$ cat src/rtl/uart_rx_fifo.sv
// uart_rx_fifo: UART receiver with first-word-fall-through receive buffer.
//   Deserialises rx (idle high, LSB first, optional parity, 1 or 2 stop bits)
//   and stores {ferr, perr, data} entries for the core's UART register file.
//   Build option: define UART_RX_FIFO_EN for a DEPTH-entry circular buffer;
//   when undefined a single holding register is used instead.
// Ports:
//   clk, nrst          clock, asynchronous active-low reset
//   rx                 serial input (asynchronous to clk)
//   baudcontrol        bit period minus one, in clk cycles
//   parity             00/11 none, 01 odd, 10 even
//   stop_sel           0 = one stop bit, 1 = two stop bits
//   rd_en              pop head entry (ignored when empty)
//   clr_err            clear sticky overrun
//   dout/_perr/_ferr   head entry (zero when empty)
//   empty, full, count buffer status
//   overrun            sticky byte-dropped flag
//   busy               receiver not idle
module uart_rx_fifo #(
   parameter int unsigned DEPTH  = 16,
   parameter int unsigned BAUD_W = 24
) (
   input  logic                     clk,
   input  logic                     nrst,
   input  logic                     rx,
   input  logic [BAUD_W-1:0]        baudcontrol,
   input  logic [1:0]               parity,
   input  logic                     stop_sel,
   input  logic                     rd_en,
   input  logic                     clr_err,
   output logic [7:0]               dout,
   output logic                     dout_perr,
   output logic                     dout_ferr,
   output logic                     empty,
   output logic                     full,
   output logic [$clog2(DEPTH):0]   count,
   output logic                     overrun,
   output logic                     busy
);

   localparam int unsigned CW = $clog2(DEPTH) + 1;
   localparam int unsigned EW = 10;

   localparam logic [2:0] S_IDLE  = 3'd0;
   localparam logic [2:0] S_START = 3'd1;
   localparam logic [2:0] S_DATA  = 3'd2;
   localparam logic [2:0] S_PAR   = 3'd3;
   localparam logic [2:0] S_STOP1 = 3'd4;
   localparam logic [2:0] S_STOP2 = 3'd5;

   // Two-flop synchroniser plus previous-sample register for edge detect
   logic sync1_q, rxs_q, rxs_prev_q;

   always_ff @(posedge clk or negedge nrst) begin
      if (!nrst) begin
         sync1_q    <= 1'b1;
         rxs_q      <= 1'b1;
         rxs_prev_q <= 1'b1;
      end else begin
         sync1_q    <= rx;
         rxs_q      <= sync1_q;
         rxs_prev_q <= rxs_q;
      end
   end

   logic [2:0]        state_q, state_d;
   logic [BAUD_W-1:0] cnt_q, cnt_d;
   logic [BAUD_W-1:0] bc_q, bc_d;
   logic [2:0]        bitcnt_q, bitcnt_d;
   logic [7:0]        data_q, data_d;
   logic              perr_q, perr_d;
   logic              ferr_q, ferr_d;
   logic              brk_q, brk_d;
   logic [1:0]        par_q, par_d;
   logic              stop_q, stop_d;
   logic              commit_c;
   logic              wr_ferr_c;
   logic              wr_q;
   logic [EW-1:0]     wr_data_q;

   logic cnt_zero;
   assign cnt_zero = (cnt_q == '0);

   // Receiver next-state logic
   always_comb begin
      state_d   = state_q;
      cnt_d     = cnt_q;
      bc_d      = bc_q;
      bitcnt_d  = bitcnt_q;
      data_d    = data_q;
      perr_d    = perr_q;
      ferr_d    = ferr_q;
      brk_d     = brk_q;
      par_d     = par_q;
      stop_d    = stop_q;
      commit_c  = 1'b0;
      wr_ferr_c = ferr_q;
      if (state_q != S_IDLE && !cnt_zero) begin
         cnt_d = cnt_q - BAUD_W'(1);
      end
      case (state_q)
         S_IDLE: begin
            // After a frame ending low, wait for the line to go high again
            if (rxs_q) begin
               brk_d = 1'b0;
            end
            if (!brk_q && rxs_prev_q && !rxs_q) begin
               state_d  = S_START;
               cnt_d    = baudcontrol >> 1;
               bc_d     = baudcontrol;
               par_d    = parity;
               stop_d   = stop_sel;
               bitcnt_d = 3'd0;
               perr_d   = 1'b0;
               ferr_d   = 1'b0;
            end
         end
         S_START: begin
            if (cnt_zero) begin
               if (!rxs_q) begin
                  state_d = S_DATA;
                  cnt_d   = bc_q;
               end else begin
                  state_d = S_IDLE;
               end
            end
         end
         S_DATA: begin
            if (cnt_zero) begin
               data_d   = {rxs_q, data_q[7:1]};
               cnt_d    = bc_q;
               bitcnt_d = bitcnt_q + 3'd1;
               if (bitcnt_q == 3'd7) begin
                  state_d = (par_q[0] ^ par_q[1]) ? S_PAR : S_STOP1;
               end
            end
         end
         S_PAR: begin
            if (cnt_zero) begin
               perr_d  = ((^data_q) ^ rxs_q) != (par_q == 2'b01);
               cnt_d   = bc_q;
               state_d = S_STOP1;
            end
         end
         S_STOP1: begin
            if (cnt_zero) begin
               ferr_d = !rxs_q;
               if (stop_q) begin
                  cnt_d   = bc_q;
                  state_d = S_STOP2;
               end else begin
                  wr_ferr_c = !rxs_q;
                  commit_c  = 1'b1;
                  brk_d     = !rxs_q;
                  state_d   = S_IDLE;
               end
            end
         end
         S_STOP2: begin
            if (cnt_zero) begin
               ferr_d    = ferr_q | !rxs_q;
               wr_ferr_c = ferr_q | !rxs_q;
               commit_c  = 1'b1;
               brk_d     = !rxs_q;
               state_d   = S_IDLE;
            end
         end
         default: begin
            state_d = S_IDLE;
         end
      endcase
   end

   always_ff @(posedge clk or negedge nrst) begin
      if (!nrst) begin
         state_q   <= S_IDLE;
         cnt_q     <= '0;
         bc_q      <= '0;
         bitcnt_q  <= 3'd0;
         data_q    <= 8'd0;
         perr_q    <= 1'b0;
         ferr_q    <= 1'b0;
         brk_q     <= 1'b0;
         par_q     <= 2'b00;
         stop_q    <= 1'b0;
         wr_q      <= 1'b0;
         wr_data_q <= '0;
      end else begin
         state_q   <= state_d;
         cnt_q     <= cnt_d;
         bc_q      <= bc_d;
         bitcnt_q  <= bitcnt_d;
         data_q    <= data_d;
         perr_q    <= perr_d;
         ferr_q    <= ferr_d;
         brk_q     <= brk_d;
         par_q     <= par_d;
         stop_q    <= stop_d;
         // Commit is staged one cycle so the buffer write is registered
         wr_q      <= commit_c;
         wr_data_q <= {wr_ferr_c, perr_q, data_q};
      end
   end

   assign busy = (state_q != S_IDLE);

   logic          overrun_q, overrun_d;
   logic          pop_c, push_c, drop_c;
   logic [EW-1:0] head_c;

`ifdef UART_RX_FIFO_EN
   localparam int unsigned PW = $clog2(DEPTH);

   logic [EW-1:0] mem_q [DEPTH];
   logic [PW-1:0] wr_ptr_q, wr_ptr_d;
   logic [PW-1:0] rd_ptr_q, rd_ptr_d;
   logic [CW-1:0] count_q, count_d;

   assign empty  = (count_q == '0);
   assign full   = (count_q == CW'(DEPTH));
   assign count  = count_q;
   assign head_c = mem_q[rd_ptr_q];

   // A pop in the same cycle frees the slot for a commit on a full buffer
   always_comb begin
      pop_c    = rd_en && !empty;
      push_c   = wr_q && (!full || pop_c);
      drop_c   = wr_q && !push_c;
      wr_ptr_d = push_c ? wr_ptr_q + PW'(1) : wr_ptr_q;
      rd_ptr_d = pop_c  ? rd_ptr_q + PW'(1) : rd_ptr_q;
      count_d  = count_q;
      if (push_c && !pop_c) begin
         count_d = count_q + CW'(1);
      end else if (pop_c && !push_c) begin
         count_d = count_q - CW'(1);
      end
   end

   always_ff @(posedge clk or negedge nrst) begin
      if (!nrst) begin
         wr_ptr_q <= '0;
         rd_ptr_q <= '0;
         count_q  <= '0;
      end else begin
         wr_ptr_q <= wr_ptr_d;
         rd_ptr_q <= rd_ptr_d;
         count_q  <= count_d;
      end
   end

   // Storage array, no reset needed: entries are only read when counted valid
   always_ff @(posedge clk) begin
      if (push_c) begin
         mem_q[wr_ptr_q] <= wr_data_q;
      end
   end
`else
   logic          hold_valid_q, hold_valid_d;
   logic [EW-1:0] hold_q, hold_d;

   assign empty  = !hold_valid_q;
   assign full   = hold_valid_q;
   assign count  = CW'(hold_valid_q);
   assign head_c = hold_q;

   // Occupied register keeps the old byte unless it is popped this cycle
   always_comb begin
      pop_c        = rd_en && hold_valid_q;
      push_c       = wr_q && (!hold_valid_q || pop_c);
      drop_c       = wr_q && !push_c;
      hold_valid_d = hold_valid_q;
      hold_d       = hold_q;
      if (push_c) begin
         hold_valid_d = 1'b1;
         hold_d       = wr_data_q;
      end else if (pop_c) begin
         hold_valid_d = 1'b0;
      end
   end

   always_ff @(posedge clk or negedge nrst) begin
      if (!nrst) begin
         hold_valid_q <= 1'b0;
         hold_q       <= '0;
      end else begin
         hold_valid_q <= hold_valid_d;
         hold_q       <= hold_d;
      end
   end
`endif

   // A drop in the same cycle as clr_err keeps overrun set
   always_comb begin
      overrun_d = overrun_q;
      if (drop_c) begin
         overrun_d = 1'b1;
      end else if (clr_err) begin
         overrun_d = 1'b0;
      end
   end

   always_ff @(posedge clk or negedge nrst) begin
      if (!nrst) begin
         overrun_q <= 1'b0;
      end else begin
         overrun_q <= overrun_d;
      end
   end

   assign overrun   = overrun_q;
   assign dout      = empty ? 8'd0 : head_c[7:0];
   assign dout_perr = !empty && head_c[8];
   assign dout_ferr = !empty && head_c[9];

endmodule

$ cat config.mk
export PLATFORM = sky130hd
export DESIGN_NAME = uart_rx_fifo
export DESIGN_NICKNAME = d
export VERILOG_FILES = /design/src/rtl/uart_rx_fifo.sv
export SDC_FILE = /design/constraint.sdc
export NUM_CORES = 1
export LEC_CHECK = 0
export CAP_MARGIN = 10
export CORE_ASPECT_RATIO = 1.5
export CORE_MARGIN = 3
export CORE_UTILIZATION = 45
export CTS_CLUSTER_DIAMETER = 30
export DETAILED_ROUTE_END_ITERATION = 10
export PLACE_DENSITY = 0.69
export SETUP_SLACK_MARGIN = 0.4
export SYNTH_ARGS = -nofsm -noshare
export SYNTH_HDL_FRONTEND = slang
export SYNTH_SLANG_ARGS = --single-unit
$ cat constraint.sdc
create_clock -name clk -period 2.66 [get_ports clk]
set_input_delay 0.266 -clock clk [delete_from_list [all_inputs] [get_ports clk]]
set_output_delay 0.266 -clock clk [all_outputs]
set_load 0.1 [all_outputs]
Word-level counts from Yosys, hierarchy flattened
Cells that the tools add are included.

storage, ports and cells
  bits in registers = 94
  input bits = 32
  output and inout port bits = 19
  logic and storage cells = 115

cells by class
  add/sub/neg operators = 2
  equal/unequal tests = 17
  muxes and demuxes = 44
  bitwise operators = 3
  reduce and logical (&&, ||, !) cells = 31

operators with widths
  operator                 number
  $mux W24                 7
  $pmux W24 S4             1
  $mux W3                  11
  $logic_not A24 Y1        1
  $sub A24 B1 Y24 const B  1
  $ne A2 B2 Y1 const B     9
  $pmux W3 S6              1
  $mux W1                  16
  $eq A3 B3 Y1 const B     3
  $reduce_and A3 Y1        3
  $logic_and A1 B1 Y1      8
  $mux W8                  1
  $reduce_bool A2 Y1       4
  $reduce_xor A8 Y1        1
  $reduce_and A7 Y1        1
  $eq A3 B2 Y1 const B     2
  $pmux W1 S2              3
  $pmux W1 S3              2
  $pmux W3 S2              1
  $reduce_bool A3 Y1       2
  $logic_not A1 Y1         5
  $reduce_and A5 Y1        1
  $reduce_and A2 Y1        2
  $add A3 B1 Y3 const B    1
  9 further kinds          10

Depth between registers and ports, before layout
Gate-level depths: netlist of run 1.

  depth in word-level cells = 7
  gate-level depth with buffers = 9
  gate-level depth less buffers = 8

Worst setup path before layout of run 1
No wires, ideal clock.

  path type = register to register
  from = register state_q[1]
  to = register cnt_q[20]
  library setup time = 0.126 ns
  arrival time = 2.228 ns
  data required time = 2.534 ns
  path slack = 0.306 ns
  cell stages (with the launch flop) = 8
  buffers on the path = 0
  period minus slack after synthesis = 2.354 ns
  path through = dfrtp_1 nor3_1 inv_1 nand3_1 nor4_1 xnor2_1 nor2_1 a221o_1

on the way
  longest elaborated chain between the ends = 6
  elaborated cells between the ends (all ways) = 16
  those cells by class = 4 x eq/ne; 8 x mux; 4 x reduce/logical

ends and longest elaborated chain
  item                                line      RTL
  from (decl)                         65        logic [2:0] state_q, state_d;
  from (signal assigned)              188       state_q <= state_d;
  $reduce_bool A3 Y1 *                n/a
  net busy                            37        output logic busy
  $logic_and A1 B1 Y1 *               97        if (state_q != S_IDLE && !cnt_zero) begin
  $mux W24 *                          97
  $mux W24, on equally long branches  147, 119
  $mux W24, on equally long branches  145, 118
  $pmux W24 S4 *                      100       case (state_q)
  net cnt_d[20]                       66        logic [BAUD_W-1:0] cnt_q, cnt_d;
  to (signal assigned)                189       cnt_q <= cnt_d;
  to (decl)                           66

The timed path passes the listed nets; every way through them passes the cells marked *.
A chain may end at the register's enable or synchronous reset.

Final worst setup path of run 1
  from = register cnt_q[19]
  to = register cnt_q[20]

on the way
  longest elaborated chain between the ends = 7
  elaborated cells between the ends (all ways) = 12
  those cells by class = 1 x add/sub; 8 x mux; 3 x reduce/logical

ends and longest elaborated chain
  item                                                     line
  branches (longest 6 deep; another with $sub A24 B1 Y24)  n/a
  $pmux W24 S4 *                                           100
  net cnt_d[20]                                            66

Mark *: on every way through the listed nets, which the timed path passes.

==> impl_metrics.json, run 1 <==
{
  "syn_to_final_growth_pct": 27.4,
  "ys.flop_type": "dfrtp_1",
  "antenna_found_initial": 0,
  "worst_hold_path.num_cells": 1,
  "grt_max_degree": 49,
  "drt_iter0_markers": 235,
  "initial_core_util": 0.471,
  "seqCellArea_um2": 2360,
  "design_area_um2": 5680,
  "synthAdderAreaFrac": 0.0112,
  "dp_hpwl_mm": 6.81,
  "arrival_ns": 2.51,
  "synth-xor-area-share": 0.0550,
  "num_rows": 43,
  "finalPower_mw": 4.96,
  "synth_compound_area_frac": 0.0983,
  "r2r_cells": 6,
  "cts_buffers": 9,
  "final-setup-viol-count": 0,
  "r2r_slack_ns": 0.37,
  "fin_crit_sh": 0.859,
  "syn_area_um2": 4460,
  "wl_mm": 9.71,
  "crit_required_ns": 2.88,
  "route.antenna.remaining_nets": 0,
  "critPathLaunchType": "register",
  "synth_top_family_by_area": "simple AND/OR/NAND/NOR gates",
  "cts_tree": "yes",
  "r2r_start": "cnt_q[19]",
  "cts_buffer_depth": 2,
  "crit_type": "register to register",
  "syn_inst": 441,
  "antenna_cells": 0,
  "synth.distinct_cells": 53,
  "core_area_um2": 9470,
  "grt_setup_unrepaired": "yes",
  "overflow": 0,
  "place_area_um2": 5080,
  "avgSynthCellArea_um2": 10.1,
  "synth_simple_gate_area_share": 0.212,
  "slew_violations": 0,
  "routed_via_density": 5.42,
  "cap_violations": 0,
  "routedWlPerCell_um": 15.4,
  "ios": 51,
  "power.leakage_nw": 2.55,
  "first_pass_iters": 4,
  "synth_edf_count": 0,
  "max_stage_delay_ns": 0.54,
  "cts-htree-levels": 3,
  "period_needed_ns": 2.29,
  "yosysSeqAreaShare": 0.529,
  "crit_chain": "or4_4 -> nor4b_4 -> nand2_2 -> o21ai_4 -> nor2_2 -> a221o_1",
  "end_kind": "register",
  "fillers": 785,
  "vias": 3417,
  "worstMarginPinSlew_ns": 0.629,
  "async_flop_share": 1.00,
  "routabilityCongestion": 0.877,
  "setup_tns_ns": 0,
  "nNetsFinal": 549,
  "relSlewSlack": 0.581,
  "irDropWorstVdd_v": 0.000504,
  "synth.area.mux_share": 0.0578,
  "path_max_fanout": 6,
  "grt_pass1_vias": 3452,
  "clock-sinks": 94,
  "skew_ns": 0.00702,
  "worstHoldStart": "rx",
  "whs_endpoint": "sync1_q",
  "multi_input_area_um2": 2090,
  "cp_slowest_cell": "or4_4",
  "status": "finished, final reports clean",
  "clkTransAtPathRegs_ns": 0.07,
  "yosys_warnings": 0,
  "hold_viol": 0,
  "die_x_um": 87.3,
  "final_core_util": 0.599,
  "drc": 0,
  "power_density_nw_per_um2": 875,
  "grt.total_usage": 0.185,
  "final_common_cell": "nand2_1",
  "worstHoldPathType": "input port to register",
  "stdcell_count": 630,
  "port_buffers": 46,
  "clockRootBuffer": "clkbuf_16",
  "dp_cells": 598,
  "fmaxAchievable_mhz": 437,
  "grt_pass1_wl_mm": 16.1,
  "final_cell_mix": "nand2_1, dfrtp_1, buf_4, clkdlybuf4s50_1, xnor2_1",
  "dieArea_um2": 11200,
  "ys_ff_latch": 94,
  "clk_latency_ns": 0.35,
  "r2r-end": "cnt_q[20]",
  "drive_gt1_frac": 0.234,
  "dieHeight_um": 128
}
==> worst max-delay path by stage <==
stage / startpoint / cells past startpoint / end
3_5_place_dp: cnt_q[19] / 6 / cnt_q[20]
5_1_grt: cnt_q[19] / 6 / data_q[4]
4_1_cts: cnt_q[19] / 6 / cnt_q[20]
6_report: cnt_q[19] / 6 / cnt_q[20]
2_1_floorplan: state_q[2] / 7 / cnt_q[0]
3_3_place_gp: cnt_q[19] / 6 / data_q[6]
==> worst max-delay path: cells and delay by family, from the launching register on <==
kind               cells  cell delay [ns]
and+or+nand+nor        4             1.16
AOI/OAI and AO/OA      2             0.56
DFF                    1             0.45
==> through the flow <==
stage          worst slack [ns]  hold WS [ns]
4_1_cts                   0.384         0.331
6_report                  0.374         0.335
5_1_grt                   0.286         0.337
3_3_place_gp              0.304         0.325
3_5_place_dp              0.243         0.327
2_1_floorplan             0.396       -0.0296
==> final cells by class <==
type / count / area share
multi-input combinational: 317 / 0.368
tap: 112 / 0.0247
clock buffer: 9 / 0.0397
clock inverter: 7 / 0.0128
timing repair buffer: 81 / 0.132
inverter: 10 / 0.00727
sequential: 94 / 0.415
==> Yosys cell counts (2+ instances only) <==
| cell type | count | area, µm² |
|---|---|---|
| a211o_1 | 2 | 17.5 |
| a21boi_0 | 11 | 82.6 |
| a21oi_1 | 7 | 35.0 |
| a221o_1 | 2 | 20.0 |
| a22oi_1 | 2 | 15.0 |
| and2_1 | 11 | 68.8 |
| buf_2 | 4 | 20.0 |
| buf_4 | 5 | 37.5 |
| buf_6 | 2 | 22.5 |
| clkbuf_1 | 12 | 45.0 |
| dfrtp_1 | 91 | 2280 |
| dfstp_2 | 3 | 78.8 |
| ha_1 | 4 | 50.1 |
| inv_1 | 10 | 37.5 |
| mux2_2 | 18 | 203 |
| mux2i_1 | 4 | 40.0 |
| nand2_1 | 106 | 398 |
| nand2b_1 | 5 | 31.3 |
| nand3_1 | 6 | 30.0 |
| nand4b_1 | 2 | 17.5 |
| nor2_1 | 14 | 52.6 |
| nor2b_1 | 3 | 18.8 |
| nor3_1 | 15 | 75.1 |
| nor4_1 | 10 | 62.6 |
| o211ai_1 | 12 | 90.1 |
| o21ai_0 | 23 | 115 |
| or3_1 | 4 | 25.0 |
| or4_1 | 2 | 15.0 |
| xnor2_1 | 24 | 210 |
| xor2_1 | 4 | 35.0 |
==> metal layers <==
layer | wire length [µm] | up-vias | share of wire | track usage
met4 | 316 | 0 | 0.033 | 0.0903
met5 | 0 | - | 0 | 0
met1 | 3740 | 1638 | 0.39 | 0.206
li1 | - | 1644 | - | -
met2 | 5250 | 109 | 0.54 | 0.328
met3 | 401 | 26 | 0.041 | 0.0386
==> flip-flops by register name, summed over array words and instances, names as in the netlist, 2 cells and up <==
signal and count:
bc_q 24, bitcnt_q 3, cnt_q 24, data_q 8, head_c 10, par_q 2, state_q 3, wr_data_q 10
==> kinds of logic after synthesis <==
kind of cell,count (synthesis)
and+or+nand+nor,191
adders and majority gates,4
xor gates and xnor gates,28
buffers and inverters,33
AOI/OAI and AO/OA,67
other,1
DFF,94
muxes,23
==> power breakdown <==
part / switching, mW / internal, mW / leakage [nW]
sequential: 0.390 / 1.83 / 1.22
combinational: 0.791 / 0.677 / 1.19
clock: 0.549 / 0.729 / 0.142
==> timing repair <==
item                                    4_1_cts  5_1_grt
gates cloned                                  1        0
pin swaps                                     5       18
endpoints found under the hold margin        44        0
gates resized for setup                      11       38
setup buffers                                 7        7
endpoints found under the setup margin       34       39
hold buffers                                  1        0
(Power assumes the default switching activity.)
==> run 2: changes to the inputs <==
MAX_ROUTING_LAYER = met4   (was unset)
==> impl_metrics.json, run 2 (same netlist as run 1, synthesis figures left out) <==
{
  "status": "finished, final reports clean",
  "core_area_um2": 9470,
  "crit_type": "register to register",
  "drive_gt1_frac": 0.226,
  "worstHoldPathType": "input port to register",
  "port_buffers": 46,
  "wl_mm": 9.76,
  "clockRootBuffer": "clkbuf_16",
  "num_rows": 43,
  "irDropWorstVdd_v": 0.000504,
  "overflow": 0,
  "cts_tree": "yes",
  "arrival_ns": 2.51,
  "routedWlPerCell_um": 15.5,
  "fmaxAchievable_mhz": 437,
  "routed_via_density": 5.37,
  "dp_hpwl_mm": 6.81,
  "cts_buffers": 9,
  "fin_crit_sh": 0.860,
  "worstMarginPinSlew_ns": 0.631,
  "cts_buffer_depth": 2,
  "ios": 51,
  "final_cell_mix": "nand2_1, dfrtp_1, buf_4, clkdlybuf4s50_1, xnor2_1",
  "dieHeight_um": 128,
  "clk_latency_ns": 0.34,
  "clkTransAtPathRegs_ns": 0.07,
  "nNetsFinal": 549,
  "power_density_nw_per_um2": 876,
  "antenna_cells": 0,
  "path_max_fanout": 6,
  "clock-sinks": 94,
  "crit_chain": "nor4_4 -> nand2b_1 -> or4_4 -> nor3_4 -> buf_6 -> mux2_2",
  "route.antenna.remaining_nets": 0,
  "top_regs": "bc_q: 24 flops, cnt_q: 24 flops",
  "period_needed_ns": 2.29,
  "grt.total_usage": 0.190,
  "critPathLaunchType": "register",
  "dieArea_um2": 11200,
  "finalPower_mw": 4.96,
  "syn_to_final_growth_pct": 27.1,
  "grt_setup_unrepaired": "yes",
  "dp_cells": 598,
  "routabilityCongestion": 0.891,
  "antenna_found_initial": 0,
  "die_x_um": 87.3,
  "vias": 3381,
  "crit_required_ns": 2.89,
  "drc": 0,
  "initial_core_util": 0.471,
  "hold_viol": 0,
  "grt_max_degree": 49,
  "final_common_cell": "nand2_1",
  "cp_slowest_cell": "or4_4",
  "stdcell_count": 630,
  "cap_violations": 0,
  "grt_pass1_vias": 3453,
  "final_core_util": 0.598,
  "skew_ns": 0.00700,
  "max_stage_delay_ns": 0.58,
  "first_pass_iters": 6,
  "power.leakage_nw": 2.54,
  "relSlewSlack": 0.580,
  "setup_tns_ns": 0,
  "final-setup-viol-count": 0,
  "end_kind": "register",
  "grt_pass1_wl_mm": 16.1,
  "cts-htree-levels": 3,
  "drt_iter0_markers": 213,
  "slew_violations": 0
}
## run 2: cell count changes in the layout (fill, tap and decap cells not counted)
cell	before	now
nand2_1	103	104
o21ai_1	4	7
o21ai_2	3	0
nand2_2	3	2
## run 2: metrics by stage
step                      setup slack (ns)  area (µm²)  hold WS, ns
after floorplan                      0.396        4490      -0.0296
after global placement               0.304        5080        0.325
after detailed placement             0.243        5080        0.327
after CTS                            0.384        5500        0.331
after global routing                 0.286        5660        0.337
final                                0.373        5660        0.338
## run 2: report_power, final
part / switching (mW) / leakage, nW / internal (mW) / total, mW
logic: 0.789 / 1.18 / 0.674 / 1.46
registers: 0.391 / 1.22 / 1.83 / 2.22
clock network: 0.549 / 0.142 / 0.729 / 1.28
## run 2: critical path: cells and delay by family (launching register included)
family / cells / cell delay [ns]
simple gates: 4 / 1.24
buf+inv: 1 / 0.15
mux: 1 / 0.33
flops: 1 / 0.45
## run 2: path summary, 6_finish.rpt
kind / endpoint / cells after the start / from / slack, ns
hold reg to reg: rxs_q / 0 / sync1_q / 0.36
hold / removal: sync1_q / 1 / rx / 0.34
min in group asynchronous: full / 2 / nrst / 0.48
max in group asynchronous: cnt_q[20] / 3 / nrst / 1.50
setup / recovery: data_q[6] / 6 / cnt_q[19] / 0.37
setup reg to reg: data_q[6] / 6 / cnt_q[19] / 0.37
## run 2: metal layers
layer  wire [µm]  up-vias  GRT usage
met5           0        -          -
met4         300        0     0.0903
met3         377       26     0.0386
met2        5290       88      0.328
met1        3790     1628      0.206
li1            -     1639          -
## run 2: final cells by class
cell class / count / area, µm²
fill: 787 / 3810
inverter: 10 / 41.3
multi-input combinational: 317 / 2080
tap: 112 / 140
clock buffer: 9 / 225
timing repair buffer: 81 / 748
sequential: 94 / 2360
clock inverter: 7 / 72.6
## run 2: timing repair
item | CTS | global route
setup buffers | 7 | 7
gates resized for setup | 11 | 34
gates cloned | 1 | 0
hold buffers | 1 | 0
hold endpoints to repair | 44 | 0
setup endpoints to repair | 34 | 39
pin swaps | 5 | 18
